===== config.mk =====
export PLATFORM = sky130hd
export DESIGN_NAME = multicycle_control_flat
export DESIGN_NICKNAME = d
export VERILOG_FILES = /design/src/rtl/mips_pkg.sv /design/src/rtl/multicycle_control_if.sv /design/src/rtl/mc_output_decode.sv /design/src/rtl/multicycle_control.sv /design/src/flat_wrapper.sv
export SDC_FILE = /design/constraint.sdc
export NUM_CORES = 1
export LEC_CHECK = 0
export CORE_MARGIN = 3
export CORE_UTILIZATION = 35
export CTS_CLUSTER_DIAMETER = 60
export DETAILED_ROUTE_END_ITERATION = 10
export PLACE_DENSITY = 0.81
export RECOVER_POWER = 25
export SETUP_SLACK_MARGIN = 0.3
export SLEW_MARGIN = 10
export SYNTH_ARGS = -nofsm -noshare
export SYNTH_HDL_FRONTEND = slang
export SYNTH_SLANG_ARGS = --single-unit

===== constraint.sdc =====
create_clock -name clk -period 1.4 [get_ports clk]
set_clock_uncertainty 0.2 [all_clocks]
set_input_delay 0.28 -clock clk [delete_from_list [all_inputs] [get_ports clk]]
set_output_delay 0.28 -clock clk [all_outputs]
set_load 0.005 [all_outputs]

===== src/rtl/mips_pkg.sv =====
// Shared MIPS multicycle definitions: opcodes, controller state codes, datapath select encodings
// and the control-word payload.
package mips_pkg;

  localparam int unsigned OPCODE_W = 6;
  localparam int unsigned STATE_W  = 4;

  localparam logic [OPCODE_W-1:0] OP_RTYPE = 6'b000000;
  localparam logic [OPCODE_W-1:0] OP_LW    = 6'b100011;
  localparam logic [OPCODE_W-1:0] OP_SW    = 6'b101011;
  localparam logic [OPCODE_W-1:0] OP_BEQ   = 6'b000100;
  localparam logic [OPCODE_W-1:0] OP_J     = 6'b000010;
  localparam logic [OPCODE_W-1:0] OP_ADDI  = 6'b001000;

  typedef enum logic [STATE_W-1:0] {
    S_FETCH    = 4'd0,
    S_DECODE   = 4'd1,
    S_MEMADR   = 4'd2,
    S_MEMREAD  = 4'd3,
    S_MEMWB    = 4'd4,
    S_MEMWRITE = 4'd5,
    S_EXECUTE  = 4'd6,
    S_RTYPEWB  = 4'd7,
    S_BRANCH   = 4'd8,
    S_JUMP     = 4'd9,
    S_ADDIEXEC = 4'd10,
    S_ADDIWB   = 4'd11
  } state_t;

  typedef enum logic [1:0] {
    ALUOP_ADD   = 2'b00,
    ALUOP_SUB   = 2'b01,
    ALUOP_FUNCT = 2'b10
  } alu_op_t;

  typedef enum logic [1:0] {
    SRCB_REGB    = 2'b00,
    SRCB_FOUR    = 2'b01,
    SRCB_IMM     = 2'b10,
    SRCB_IMM_SH2 = 2'b11
  } alu_src_b_t;

  typedef enum logic [1:0] {
    PCSRC_ALU    = 2'b00,
    PCSRC_ALUOUT = 2'b01,
    PCSRC_JUMP   = 2'b10
  } pc_source_t;

  typedef struct packed {
    logic       pc_write;
    logic       pc_write_cond;
    logic       i_or_d;
    logic       mem_read;
    logic       mem_write;
    logic       ir_write;
    logic       mem_to_reg;
    logic       reg_dst;
    logic       reg_write;
    logic       alu_src_a;
    alu_src_b_t alu_src_b;
    alu_op_t    alu_op;
    pc_source_t pc_source;
  } ctrl_t;

endpackage


===== src/rtl/multicycle_control_if.sv =====
// Controller <-> datapath/memory bundle: instruction opcode and memory handshake in,
// strobes, mux selects and debug state out.
interface multicycle_control_if
  import mips_pkg::*;
  ();

  logic [OPCODE_W-1:0] Opcode;
  logic                MemReady;
  logic                PCWrite;
  logic                PCWriteCond;
  logic                IorD;
  logic                MemRead;
  logic                MemWrite;
  logic                IRWrite;
  logic                MemtoReg;
  logic                RegDst;
  logic                RegWrite;
  logic                ALUSrcA;
  logic [1:0]          ALUSrcB;
  logic [1:0]          ALUOp;
  logic [1:0]          PCSource;
  logic                IllegalOp;
  logic [STATE_W-1:0]  State;

  modport master (
    input  Opcode, MemReady,
    output PCWrite, PCWriteCond, IorD, MemRead, MemWrite, IRWrite, MemtoReg, RegDst,
           RegWrite, ALUSrcA, ALUSrcB, ALUOp, PCSource, IllegalOp, State
  );

  modport slave (
    output Opcode, MemReady,
    input  PCWrite, PCWriteCond, IorD, MemRead, MemWrite, IRWrite, MemtoReg, RegDst,
           RegWrite, ALUSrcA, ALUSrcB, ALUOp, PCSource, IllegalOp, State
  );

endinterface


===== src/rtl/mc_output_decode.sv =====
// Moore output decode for the multicycle controller; everything is forced low while reset is high.
module mc_output_decode
  import mips_pkg::*;
(
  input  logic [STATE_W-1:0] State,
  input  logic               MemReady,
  input  logic               reset,
  output ctrl_t              ctrl
);

  always_comb begin
    ctrl = '0;
    if (!reset) begin
      case (state_t'(State))
        S_FETCH: begin
          ctrl.mem_read  = 1'b1;
          ctrl.alu_src_b = SRCB_FOUR;
          // IR load and PC+4 commit only on the cycle memory returns the word
          ctrl.ir_write  = MemReady;
          ctrl.pc_write  = MemReady;
        end
        S_DECODE: ctrl.alu_src_b = SRCB_IMM_SH2;
        S_MEMADR, S_ADDIEXEC: begin
          ctrl.alu_src_a = 1'b1;
          ctrl.alu_src_b = SRCB_IMM;
        end
        S_MEMREAD: begin
          ctrl.mem_read = 1'b1;
          ctrl.i_or_d   = 1'b1;
        end
        S_MEMWB: begin
          ctrl.reg_write  = 1'b1;
          ctrl.mem_to_reg = 1'b1;
        end
        S_MEMWRITE: begin
          ctrl.mem_write = 1'b1;
          ctrl.i_or_d    = 1'b1;
        end
        S_EXECUTE: begin
          ctrl.alu_src_a = 1'b1;
          ctrl.alu_op    = ALUOP_FUNCT;
        end
        S_RTYPEWB: begin
          ctrl.reg_write = 1'b1;
          ctrl.reg_dst   = 1'b1;
        end
        S_BRANCH: begin
          ctrl.alu_src_a     = 1'b1;
          ctrl.alu_op        = ALUOP_SUB;
          ctrl.pc_write_cond = 1'b1;
          ctrl.pc_source     = PCSRC_ALUOUT;
        end
        S_JUMP: begin
          ctrl.pc_write  = 1'b1;
          ctrl.pc_source = PCSRC_JUMP;
        end
        S_ADDIWB: ctrl.reg_write = 1'b1;
        default: ;
      endcase
    end
  end

endmodule


===== src/rtl/multicycle_control.sv =====
// Multicycle MIPS main controller: state register, next-state logic and illegal-opcode detect;
// datapath strobes come from mc_output_decode.
module multicycle_control
  import mips_pkg::*;
(
  input  logic                 clk,
  input  logic                 reset,
  multicycle_control_if.master bus
);

  state_t state;
  state_t next_state;
  logic   illegal_op;
  ctrl_t  ctrl;

  always_ff @(posedge clk) begin
    if (reset) state <= S_FETCH;
    else       state <= next_state;
  end

  // Opcode is only looked at in DECODE and MEMADR; the IR is stable elsewhere
  always_comb begin
    next_state = S_FETCH;
    illegal_op = 1'b0;
    case (state)
      S_FETCH:    next_state = bus.MemReady ? S_DECODE : S_FETCH;
      S_DECODE: begin
        case (bus.Opcode)
          OP_RTYPE:     next_state = S_EXECUTE;
          OP_LW, OP_SW: next_state = S_MEMADR;
          OP_BEQ:       next_state = S_BRANCH;
          OP_J:         next_state = S_JUMP;
          OP_ADDI:      next_state = S_ADDIEXEC;
          default: begin
            next_state = S_FETCH;
            illegal_op = !reset;
          end
        endcase
      end
      S_MEMADR:   next_state = (bus.Opcode == OP_LW) ? S_MEMREAD : S_MEMWRITE;
      S_MEMREAD:  next_state = bus.MemReady ? S_MEMWB : S_MEMREAD;
      S_MEMWB:    next_state = S_FETCH;
      S_MEMWRITE: next_state = bus.MemReady ? S_FETCH : S_MEMWRITE;
      S_EXECUTE:  next_state = S_RTYPEWB;
      S_RTYPEWB:  next_state = S_FETCH;
      S_BRANCH:   next_state = S_FETCH;
      S_JUMP:     next_state = S_FETCH;
      S_ADDIEXEC: next_state = S_ADDIWB;
      S_ADDIWB:   next_state = S_FETCH;
      default:    next_state = S_FETCH;
    endcase
  end

  mc_output_decode u_output_decode (
    .State    (state),
    .MemReady (bus.MemReady),
    .reset    (reset),
    .ctrl     (ctrl)
  );

  assign bus.PCWrite     = ctrl.pc_write;
  assign bus.PCWriteCond = ctrl.pc_write_cond;
  assign bus.IorD        = ctrl.i_or_d;
  assign bus.MemRead     = ctrl.mem_read;
  assign bus.MemWrite    = ctrl.mem_write;
  assign bus.IRWrite     = ctrl.ir_write;
  assign bus.MemtoReg    = ctrl.mem_to_reg;
  assign bus.RegDst      = ctrl.reg_dst;
  assign bus.RegWrite    = ctrl.reg_write;
  assign bus.ALUSrcA     = ctrl.alu_src_a;
  assign bus.ALUSrcB     = ctrl.alu_src_b;
  assign bus.ALUOp       = ctrl.alu_op;
  assign bus.PCSource    = ctrl.pc_source;
  assign bus.IllegalOp   = illegal_op;
  assign bus.State       = state;

endmodule


===== src/flat_wrapper.sv =====
// flat-port wrapper written by rule: the top's interface ports become plain ports
module multicycle_control_flat import mips_pkg::*;
  (clk, reset, bus_Opcode, bus_MemReady, bus_PCWrite, bus_PCWriteCond, bus_IorD, bus_MemRead, bus_MemWrite, bus_IRWrite, bus_MemtoReg, bus_RegDst, bus_RegWrite, bus_ALUSrcA, bus_ALUSrcB, bus_ALUOp, bus_PCSource, bus_IllegalOp, bus_State);
  multicycle_control_if bus_i ();
  input  logic clk;
  input  logic reset;
  input wire logic [$bits(bus_i.Opcode)-1:0] bus_Opcode;
  input wire logic [$bits(bus_i.MemReady)-1:0] bus_MemReady;
  output wire logic [$bits(bus_i.PCWrite)-1:0] bus_PCWrite;
  output wire logic [$bits(bus_i.PCWriteCond)-1:0] bus_PCWriteCond;
  output wire logic [$bits(bus_i.IorD)-1:0] bus_IorD;
  output wire logic [$bits(bus_i.MemRead)-1:0] bus_MemRead;
  output wire logic [$bits(bus_i.MemWrite)-1:0] bus_MemWrite;
  output wire logic [$bits(bus_i.IRWrite)-1:0] bus_IRWrite;
  output wire logic [$bits(bus_i.MemtoReg)-1:0] bus_MemtoReg;
  output wire logic [$bits(bus_i.RegDst)-1:0] bus_RegDst;
  output wire logic [$bits(bus_i.RegWrite)-1:0] bus_RegWrite;
  output wire logic [$bits(bus_i.ALUSrcA)-1:0] bus_ALUSrcA;
  output wire logic [$bits(bus_i.ALUSrcB)-1:0] bus_ALUSrcB;
  output wire logic [$bits(bus_i.ALUOp)-1:0] bus_ALUOp;
  output wire logic [$bits(bus_i.PCSource)-1:0] bus_PCSource;
  output wire logic [$bits(bus_i.IllegalOp)-1:0] bus_IllegalOp;
  output wire logic [$bits(bus_i.State)-1:0] bus_State;
  assign bus_i.Opcode = bus_Opcode;
  assign bus_i.MemReady = bus_MemReady;
  assign bus_PCWrite = bus_i.PCWrite;
  assign bus_PCWriteCond = bus_i.PCWriteCond;
  assign bus_IorD = bus_i.IorD;
  assign bus_MemRead = bus_i.MemRead;
  assign bus_MemWrite = bus_i.MemWrite;
  assign bus_IRWrite = bus_i.IRWrite;
  assign bus_MemtoReg = bus_i.MemtoReg;
  assign bus_RegDst = bus_i.RegDst;
  assign bus_RegWrite = bus_i.RegWrite;
  assign bus_ALUSrcA = bus_i.ALUSrcA;
  assign bus_ALUSrcB = bus_i.ALUSrcB;
  assign bus_ALUOp = bus_i.ALUOp;
  assign bus_PCSource = bus_i.PCSource;
  assign bus_IllegalOp = bus_i.IllegalOp;
  assign bus_State = bus_i.State;
  multicycle_control u_core (.clk(clk), .reset(reset), .bus(bus_i));
endmodule

==> results of run 1 <==
## cells in the mapped netlist
library cell	n	share of area (%)
nor2_1	11	7.1
nor3_1	10	8.6
a21oi_1	6	5.2
nand2_1	6	3.9
buf_2	5	4.3
dfxtp_1	4	14
clkbuf_1	3	1.9
nor2b_1	3	3.2
nor4_1	3	3.2
o21bai_1	3	3.9
xor2_1	3	4.5
a31oi_1	2	2.2
and3_1	2	2.2
nor4b_1	2	3.0
o21ai_1	2	1.7
o31ai_1	2	2.6
a211oi_1	1	1.3
a21boi_1	1	1.3
a21o_1	1	1.3
a32oi_1	1	1.5
and2b_1	1	1.3
buf_1	1	0.64
buf_4	1	1.3
mux2_1	1	1.9
nand2b_1	1	1.1
nand2b_4	1	2.4
nand3_1	1	0.86
nor3_2	1	1.7
nor3b_1	1	1.3
nor4_2	1	2.2
o2111ai_1	1	1.5
o21ai_0	1	0.86
or2b_1	1	1.3
or3_1	1	1.1
or4b_1	1	1.7
or4b_4	1	2.4
## per-stage QoR
step | cells | area, µm² | hold slack [ps]
2_1_floorplan | 87 | 711 | 257
3_5_place_dp | 151 | 1160 | 567
3_3_place_gp | 151 | 1160 | 547
## cell families after synthesis
kind of cell / count (synthesis)
AND/OR/NAND/NOR: 48
AO/OA/AOI/OAI: 21
buffers and inverters: 10
flip-flops: 4
XOR/XNOR: 3
multiplexers: 1
==> qor.yml, run 1 <==
root_buffer: "clkbuf_4"
port_buffers: 29
globalplace.congestion: 0.831
synth.area.mux_share_pct: 1.94
synth_fp_nets: 96
start_util_pct: 37.7
synth-adder-area-share_pct: 0
cts.htree.levels: 1
synth_top_family_by_area: "simple AND/OR/NAND/NOR gates"
die_h_um: 46.8
synthSimpleGateAreaFrac_pct: 48.4
syn-cell-area_um2: 582
avgSynthCellArea_um2: 6.69
clockBufferDepth: 2
cts.sinks: 4
synth_xor_area_share_pct: 4.52
status: "did not finish"
num_rows: 14
ys_ff_latch: 4
ys_seq_area_share_pct: 13.8
dpl.hpwl_um: 1890
synthesis.yosys.warnings: 0
pin_count: 30
dieWidth_um: 46.8
stop_stage: "4_1_cts"
yosysUniqueCellTypes: 36
netlist_instances: 87
numCtsBuffers: 3
dp_slack_ps: -1170
post_cts_resized: 154
error: "[ERROR DPL-0033] detailed placement checks failed during check placement."
holdBufCountCts: 0
synth-compound-area-share_pct: 23.2
cts_setup_buffers: 32
==> run 2: changes to the inputs <==
Settings changed: CORE_AREA set to 3 3 64 66, CORE_MARGIN 3 to unset, CORE_UTILIZATION 35 to unset, CTS_CLUSTER_DIAMETER 60 to unset, DIE_AREA set to 0 0 67 69, PLACE_DENSITY 0.81 to unset, PLACE_DENSITY_LB_ADDON set to 0.15, SETUP_SLACK_MARGIN 0.3 to unset.
Clock period 1.4 ns to 1.8 ns, I/O delays scaled along.
==> run 2 against run 1 <==
  * The flow now finishes, with violations (negative setup slack)
  * Synthesized cell count unchanged
  * Synthesized area unchanged
==> qor.yml, run 2 <==
port_buffers: 29
clockBufferDepth: 2
hold_violations: 0
synth-edff-count: 0
netlist_instances: 87
path_class: "reg -> out"
netlist.top_cell.by_area: "dfxtp_1"
num_rows: 22
setup_viol: 7
drc: 0
pin_count: 30
r2r_setup_slack_ps: 110
drt_iter0_markers: 17
critPathMaxStageDelay_ps: 420
wl_per_cell_um: 12.9
rsz0062_at_grt: "true"
clk_latency_ps: 210
dieArea_um2: 4620
vias_per_cell: 4.49
ys_seq_area_share_pct: 13.8
powerDensity_nw_per_um2: 300
diodes: 0
cts.sinks: 4
cp.buffers_inverters: 1
cp.arrival_ps: 1360
ir_drop_uv: 217
synth_most_common_cell: "nor2_1"
fillerInstances: 379
cp.required_ps: 1240
ys.flop_type: "dfxtp_1"
dpl.hpwl_um: 1710
synth_fp_nets: 96
numCtsBuffers: 3
slew_headroom_pct: 78.7
cts_tree: "done"
reg2regPathDepth: 6
ys_ff_latch: 4
post-route-min-period_ps: 1920
slew_violations: 0
drive_above_1_share_pct: 68.6
cp_cell_sequence: "or3_4 > nor4_4 > buf_2"
min_to: "u_core.bus.State[3]$_SDFF_PP0_"
avgSynthCellArea_um2: 6.69
grt-ovfl-total: 0
wirelength_um: 2630
first_pass_iters: 4
regArea_um2: 92.6
antenna_found_initial: 0
grt_pass1_vias: 919
cp-end-kind: "output port"
synth_area_leaders: "dfxtp_1 (14%), nor3_1 (8.6%), nor2_1 (7.1%)"
reg2reg_to: "u_core.bus.State[1]$_SDFF_PP0_"
fin_area_um2: 1460
grtUsageMet1_pct: 16.7
grtUsageMet3_pct: 3.58
start_kind: "register"
clk_pin_slew_ps: 30
worst-path-max-fanout: 3
start_util_pct: 16.0
hp-start: "bus_Opcode[1]"
routed-via-count: 915
use_met2_pct: 17.7
final_cell_mix: "buf_4 (34), buf_2 (20), buf_6 (11), nor3_2 (5)"
yosysUniqueCellTypes: 36
netlist.area_leader.share_pct: 13.8
multiInputGateArea_um2: 638
grt_usage_pct: 11.7
antenna_left: 0
hold_class: "in -> reg"
async_reset_ff_share_pct: 0
violations: "negative setup slack"
grt_max_degree: 11
crit_family: "simple AND/OR/NAND/NOR gates"
nets: 167
finalCritPeriodShare_pct: 107
status: "complete, but fails checks"
setup_ws_ps: -124
final_common_cell: "buf_4"
leakage_nw: 0.671
ys_top_cells_by_count: "nor2_1 (11), nor3_1 (10), a21oi_1 (6), nand2_1 (6), buf_2 (5)"
busiest_layer: "met2"
globalplace.congestion: 0.720
dpl-instance-area_um2: 1100
largest_reg_flops: 4
worstMarginPinSlew_ps: 319
dieWidth_um: 67
critPathSlowestCell: "or3_4"
die_h_um: 69
area.growth.synth_to_final_pct: 150
grt_first_pass_wirelength_um: 4340
final_util_pct: 40.0
root_buffer: "clkbuf_8"
r2r-start: "u_core.bus.State[0]$_SDFF_PP0_"
min_path_cells: 5
clock.fmax_mhz: 520
synthesis.yosys.warnings: 0
core_um2: 3630
cts.htree.levels: 1
cap_violations: 0
syn-cell-area_um2: 582
## run 2: cell counts after synthesis
Identical to the previous run, type by type.
## run 2: layer usage
layer / up-vias / wire length [µm] / share of wire, %
li1: 464 / - / -
met1: 430 / 1230 / 47
met2: 21 / 1270 / 48
met3: 0 / 125 / 4.8
met4: 0 / 0 / 0
met5: - / 0 / 0
## run 2: final cells by class
type	instances	share of cell area, %
well taps	48	4.13
repair buffers	76	42.8
multi-input cells	73	43.9
clock buffers	3	2.84
flip-flops and latches	4	6.36
## run 2: tightest hold or removal path: stages
cell and delay (ps):
buf_2 120, buf_4 110, o21ai_0 70, o2111ai_1 70, a21boi_0 90
## run 2: kinds of logic (layout without fill, tap and decap cells)
kind of cell	Yosys count	after routing	share of synthesized area, %
buffers and inverters	10	79	8.17
muxes	1	1	1.94
and+or+nand+nor	48	48	48.4
AOI/OAI and AO/OA	21	21	23.2
xor gates and xnor gates	3	3	4.52
DFF	4	4	13.8
## run 2: timing repair
| item | CTS | global route |
|---|---|---|
| setup endpoints to repair | 24 | 17 |
| cloned | 2 | 0 |
| buffers inserted | 13 | 4 |
| hold buffers | 0 | 0 |
| pin swaps | 23 | 11 |
| resized for setup | 138 | 18 |
## run 2: where the power goes
part / internal (mW) / switching [mW] / total [mW]
Clock: 0.142 / 0.0437 / 0.186
Sequential: 0.0880 / 0.00390 / 0.0919
Combinational: 0.0868 / 0.0714 / 0.158
Total: 0.317 / 0.119 / 0.436
## run 2: how the worst max path moves through the flow
stage | depth (start not counted) | startpoint | endpoint
2_1_floorplan | 3 | u_core.bus.State[2]$_SDFF_PP0_ | bus_IRWrite
3_3_place_gp | 4 | reset | bus_IRWrite
4_1_cts | 5 | bus_Opcode[2] | bus_IllegalOp
5_1_grt | 3 | u_core.bus.State[3]$_SDFF_PP0_ | bus_IllegalOp
6_report | 3 | u_core.bus.State[3]$_SDFF_PP0_ | bus_IllegalOp
3_5_place_dp | 4 | reset | bus_IRWrite
## run 2: through the flow
step / setup slack (ps) / total power [mW] / setup TNS [ps] / hold slack (ps) / std cells
global route: -191 / 0.466 / -1260 / 488 / 204
detailed placement: -868 / 0.227 / -11210 / 502 / 182
finish: -124 / 0.436 / -498 / 450 / 204
CTS: -190 / 0.430 / -513 / 407 / 200
floorplan: 15.8 / 0.142 / 0 / 349 / 87
global placement: -828 / 0.229 / -11180 / 502 / 182
No activity file was read; power rests on OpenSTA's default activity.
==> run 3: changes to the inputs <==
Settings changed: REMOVE_ABC_BUFFERS set to 1.
Clock period 1.8 ns to 1.9 ns, I/O delays scaled along.
==> run 3 against run 2 <==
  * The flow still finishes with violations (negative setup slack)
  * Register-to-register slack lost 50 ps
  * Critical path depth increased by 3
  * Clock-buffer cell count unchanged
==> qor.yml, run 3 (synthesis results as in run 2) <==
status: "complete, but fails checks"
violations: "negative setup slack"
post-route-min-period_ps: 2010
wirelength_um: 2940
final_cell_mix: "buf_4 (36), buf_6 (17), buf_2 (14), clkbuf_2 (8)"
regArea_um2: 92.6
setup_ws_ps: -109
dp_cells: 183
stdcell_count: 212
wl_per_cell_um: 13.9
vias_per_cell: 4.52
ir_drop_uv: 128
reg2reg_to: "u_core.bus.State[1]$_SDFF_PP0_"
min_to: "u_core.bus.State[1]$_SDFF_PP0_"
num_rows: 22
dieWidth_um: 67
cts.htree.levels: 1
cp-end-kind: "output port"
die_h_um: 69
grt_usage_pct: 13.0
routed-via-count: 958
min_path_cells: 4
total_power_uw: 439
start_kind: "input port"
use_met2_pct: 21.4
diodes: 0
final_util_pct: 43.1
leakage_nw: 0.708
cts_tree: "done"
hold_class: "in -> reg"
antenna_left: 0
powerDensity_nw_per_um2: 280
clockBufferDepth: 2
drc: 0
grt_first_pass_wirelength_um: 4710
path_class: "in -> out"
grt_max_degree: 11
clk_latency_ps: 220
globalplace.congestion: 0.786
antenna_found_initial: 0
hp-start: "bus_Opcode[2]"
grt-ovfl-total: 0
area.growth.synth_to_final_pct: 169
dpl.hpwl_um: 1690
fillerInstances: 399
largest_reg_flops: 4
clk_pin_slew_ps: 30
reg2regPathDepth: 7
final_common_cell: "buf_4"
slew_violations: 0
multiInputGateArea_um2: 678
start_util_pct: 16.0
grtUsageMet1_pct: 17.5
root_buffer: "clkbuf_8"
holdBufCountCts: 0
grtUsageMet3_pct: 2.61
drive_above_1_share_pct: 72.6
cp.required_ps: 1320
cap_violations: 0
worstMarginPinSlew_ps: 309
finalCritPeriodShare_pct: 106
cts.sinks: 4
port_buffers: 29
drt_iter0_markers: 25
first_pass_iters: 4
r2r_setup_slack_ps: 60
hold_violations: 0
rsz0062_at_grt: "true"
grt_pass1_vias: 968
slew_headroom_pct: 79.3
dieArea_um2: 4620
setup_viol: 6
pin_count: 30
cp.arrival_ps: 1430
nets: 175
worst-path-max-fanout: 4
numCtsBuffers: 3
r2r-start: "u_core.bus.State[1]$_SDFF_PP0_"
clock.fmax_mhz: 498
busiest_layer: "met2"
core_um2: 3630
[run 3: cell type report]
class | instances | area share (%)
Multi-Input combinational cell | 73 | 43.3
Clock buffer | 3 | 2.64
Tap cell | 48 | 3.83
Sequential cell | 4 | 5.91
Timing Repair Buffer | 84 | 44.3
[run 3: critical path, stage by stage]
cell and delay (ps):
buf_8 100, nor3_4 250, or2b_1 290, a21oi_2 200
nor4_4 70, buf_2 130
[run 3: layer usage]
layer	part of all wire, %	vias to the layer above	routed length [µm]
met4	0.75	0	22
met1	44	444	1290
met3	4.6	4	135
li1	-	474	-
met5	0	-	0
met2	51	36	1500
[run 3: what timing repair did]
item                       in CTS  in global routing
setup endpoints to repair      21                 15
setup buffers                  15                  9
pin swaps                      12                 16
cloned                          3                  0
gates resized for setup       114                 52
[run 3: stage by stage]
| step | TNS [ps] | instance area [µm²] | hold WS, ps | worst slack [ps] |
|---|---|---|---|---|
| 3_3_place_gp | -9740 | 1100 | 487 | -857 |
| 6_report | -232 | 1570 | 402 | -109 |
| 2_1_floorplan | 0 | 534 | 369 | 52.2 |
| 4_1_cts | -381 | 1400 | 494 | -269 |
| 3_5_place_dp | -9870 | 1100 | 485 | -817 |
| 5_1_grt | -700 | 1570 | 421 | -146 |
[run 3: worst max path at each step]
stage	depth (start not counted)	from	endpoint
final	6	bus_Opcode[1]	bus_IllegalOp
after global routing	6	bus_Opcode[1]	bus_IllegalOp
after CTS	5	bus_Opcode[4]	bus_IllegalOp
after global placement	6	bus_Opcode[5]	bus_IllegalOp
after floorplan	2	u_core.bus.State[2]$_SDFF_PP0_	bus_IRWrite
after detailed placement	6	bus_Opcode[5]	bus_IllegalOp
[run 3: power breakdown]
part	switching [mW]	leakage [nW]	internal (mW)	total, mW
Combinational	0.0770	0.652	0.0922	0.169
Sequential	0.00247	0.0352	0.0833	0.0858
Clock	0.0485	0.0216	0.135	0.184
Total	0.128	0.708	0.311	0.439
==> run 4: changes to the inputs <==
Settings changed: SETUP_SLACK_MARGIN set to 0.3.
==> run 4 against run 3 <==
  * The run still ends with negative setup slack left
  * Non-clock buffer count increased by 12
  * Sequential share of layout area shrank 0.91 points
  * Register-to-register slack better by 50 ps
  * Global-route usage is 1.9 points higher
  * Clock power about the same
  * Maximum frequency up 1.3%
  * Total power is 10% higher
  * Sequential power is essentially flat
  * Final cell count up 5.7%
  * Wire length increased by 16%
  * Critical path type is now reg -> out
  * Largest cell class unchanged
==> qor.yml, run 4 (synthesis results as in run 2) <==
stdcell_count: 224
internal_power_uw: 339
slew_violations: 0
r2r-start: "u_core.bus.State[2]$_SDFF_PP0_"
nets: 187
core_um2: 3630
dpl.hpwl_um: 1690
cp-end-kind: "output port"
busiest_layer: "met2"
vias_per_cell: 4.62
antenna_left: 0
grtUsageMet3_pct: 3.26
fin_area_um2: 1830
critPathSlowestCell: "or3_4"
dp_cells: 183
use_met2_pct: 25.3
root_buffer: "clkbuf_8"
finalCritPeriodShare_pct: 104
numCtsBuffers: 3
wl_per_cell_um: 15.2
dpl-instance-area_um2: 1100
worstMarginPinSlew_ps: 262
start_kind: "register"
drive_above_1_share_pct: 80.1
grt_first_pass_wirelength_um: 5400
clock.fmax_mhz: 504
largest_reg_flops: 4
powerDensity_nw_per_um2: 265
post-route-min-period_ps: 1980
seq_power_share_pct: 17.7
final_common_cell: "buf_6"
cp.arrival_ps: 1400
leakage_nw: 0.832
port_buffers: 29
worst-path-max-fanout: 3
slew_headroom_pct: 82.4
setup_viol: 6
drt_iter0_markers: 26
cts.sinks: 4
critPathMaxStageDelay_ps: 420
cp.required_ps: 1320
grt_usage_pct: 14.8
wirelength_um: 3410
drc: 0
grtUsageMet1_pct: 18.7
holdBufCountCts: 0
cts_tree: "done"
grt_max_degree: 11
status: "complete, but fails checks"
worstSetupStartpoint: "u_core.bus.State[3]$_SDFF_PP0_"
antenna_found_initial: 0
die_h_um: 69
cts.htree.levels: 1
reg2regPathDepth: 6
dieArea_um2: 4620
min_path_cells: 4
setup_ws_ps: -82.9
hold_class: "in -> reg"
total_power_uw: 483
violations: "negative setup slack"
clock_power_share_pct: 38.5
setup_tns_ps: -279
cp_cell_sequence: "or3_4 > nor4_4 > buf_2"
grt_pass1_vias: 1119
grt-ovfl-total: 0
path_class: "reg -> out"
netSwitchingFraction_pct: 29.7
clk_latency_ps: 220
final_cell_mix: "buf_6 (33), buf_4 (30), buf_2 (20)"
ir_drop_uv: 138
power_frac_comb_pct: 43.7
globalplace.congestion: 0.786
cap_violations: 0
first_pass_iters: 4
dieWidth_um: 67
start_util_pct: 16.0
routed-via-count: 1035
num_rows: 22
pin_count: 30
clockBufferDepth: 2
clk_pin_slew_ps: 30
area.growth.synth_to_final_pct: 214
p_switching_uw: 144
dp_slack_ps: -817
hp-start: "bus_Opcode[2]"
hold_violations: 0
rsz0062_at_grt: "true"
diodes: 0
-- run 4: area by class of cell --
class | count | area (µm²)
Fill cell | 359 | 1810
Tap cell | 48 | 60.1
Clock buffer | 3 | 41.3
Timing Repair Buffer | 96 | 903
Multi-Input combinational cell | 73 | 729
Sequential cell | 4 | 91.3
-- run 4: worst max-delay path, delay by kind of cell (launching register included) --
| family | cells | cell delay [ps] |
|---|---|---|
| buffers and inverters | 1 | 150 |
| DFF | 1 | 340 |
| and+or+nand+nor | 2 | 680 |
-- run 4: repair_timing --
action                                  4_1_cts  5_1_grt
cloned                                        3        0
endpoints found under the setup margin       24       23
buffers inserted                             27        8
resized for setup                           178       41
pin swaps                                    27       22
-- run 4: path summary, 6_finish.rpt --
check / end / slack [ps]
max: bus_IllegalOp / -80
max reg2reg: u_core.bus.State[2]$_SDFF_PP0_ / 110
min: u_core.bus.State[1]$_SDFF_PP0_ / 400
min reg2reg: u_core.bus.State[2]$_SDFF_PP0_ / 680
-- run 4: metrics by stage --
step | hold slack (ps) | util (%)
6_report | 403 | 50.2
5_1_grt | 427 | 50.2
4_1_cts | 410 | 44.7
3_5_place_dp | 485 | 30.3
3_3_place_gp | 487 | 30.3
2_1_floorplan | 369 | -
-- run 4: routing by layer --
layer | up-vias | share of wire, %
li1 | 503 | -
met1 | 490 | 42
met2 | 34 | 52
met3 | 8 | 4.8
met4 | 0 | 1.7
met5 | - | 0
-- run 4: power by group through the flow --
stage / Clock, mW / Sequential, mW / Combinational, mW
2_1_floorplan: 0 / 0.0947 / 0.0350
3_3_place_gp: 0 / 0.0900 / 0.129
3_5_place_dp: 0 / 0.0898 / 0.130
4_1_cts: 0.186 / 0.0857 / 0.177
5_1_grt: 0.196 / 0.0861 / 0.227
6_report: 0.186 / 0.0857 / 0.211
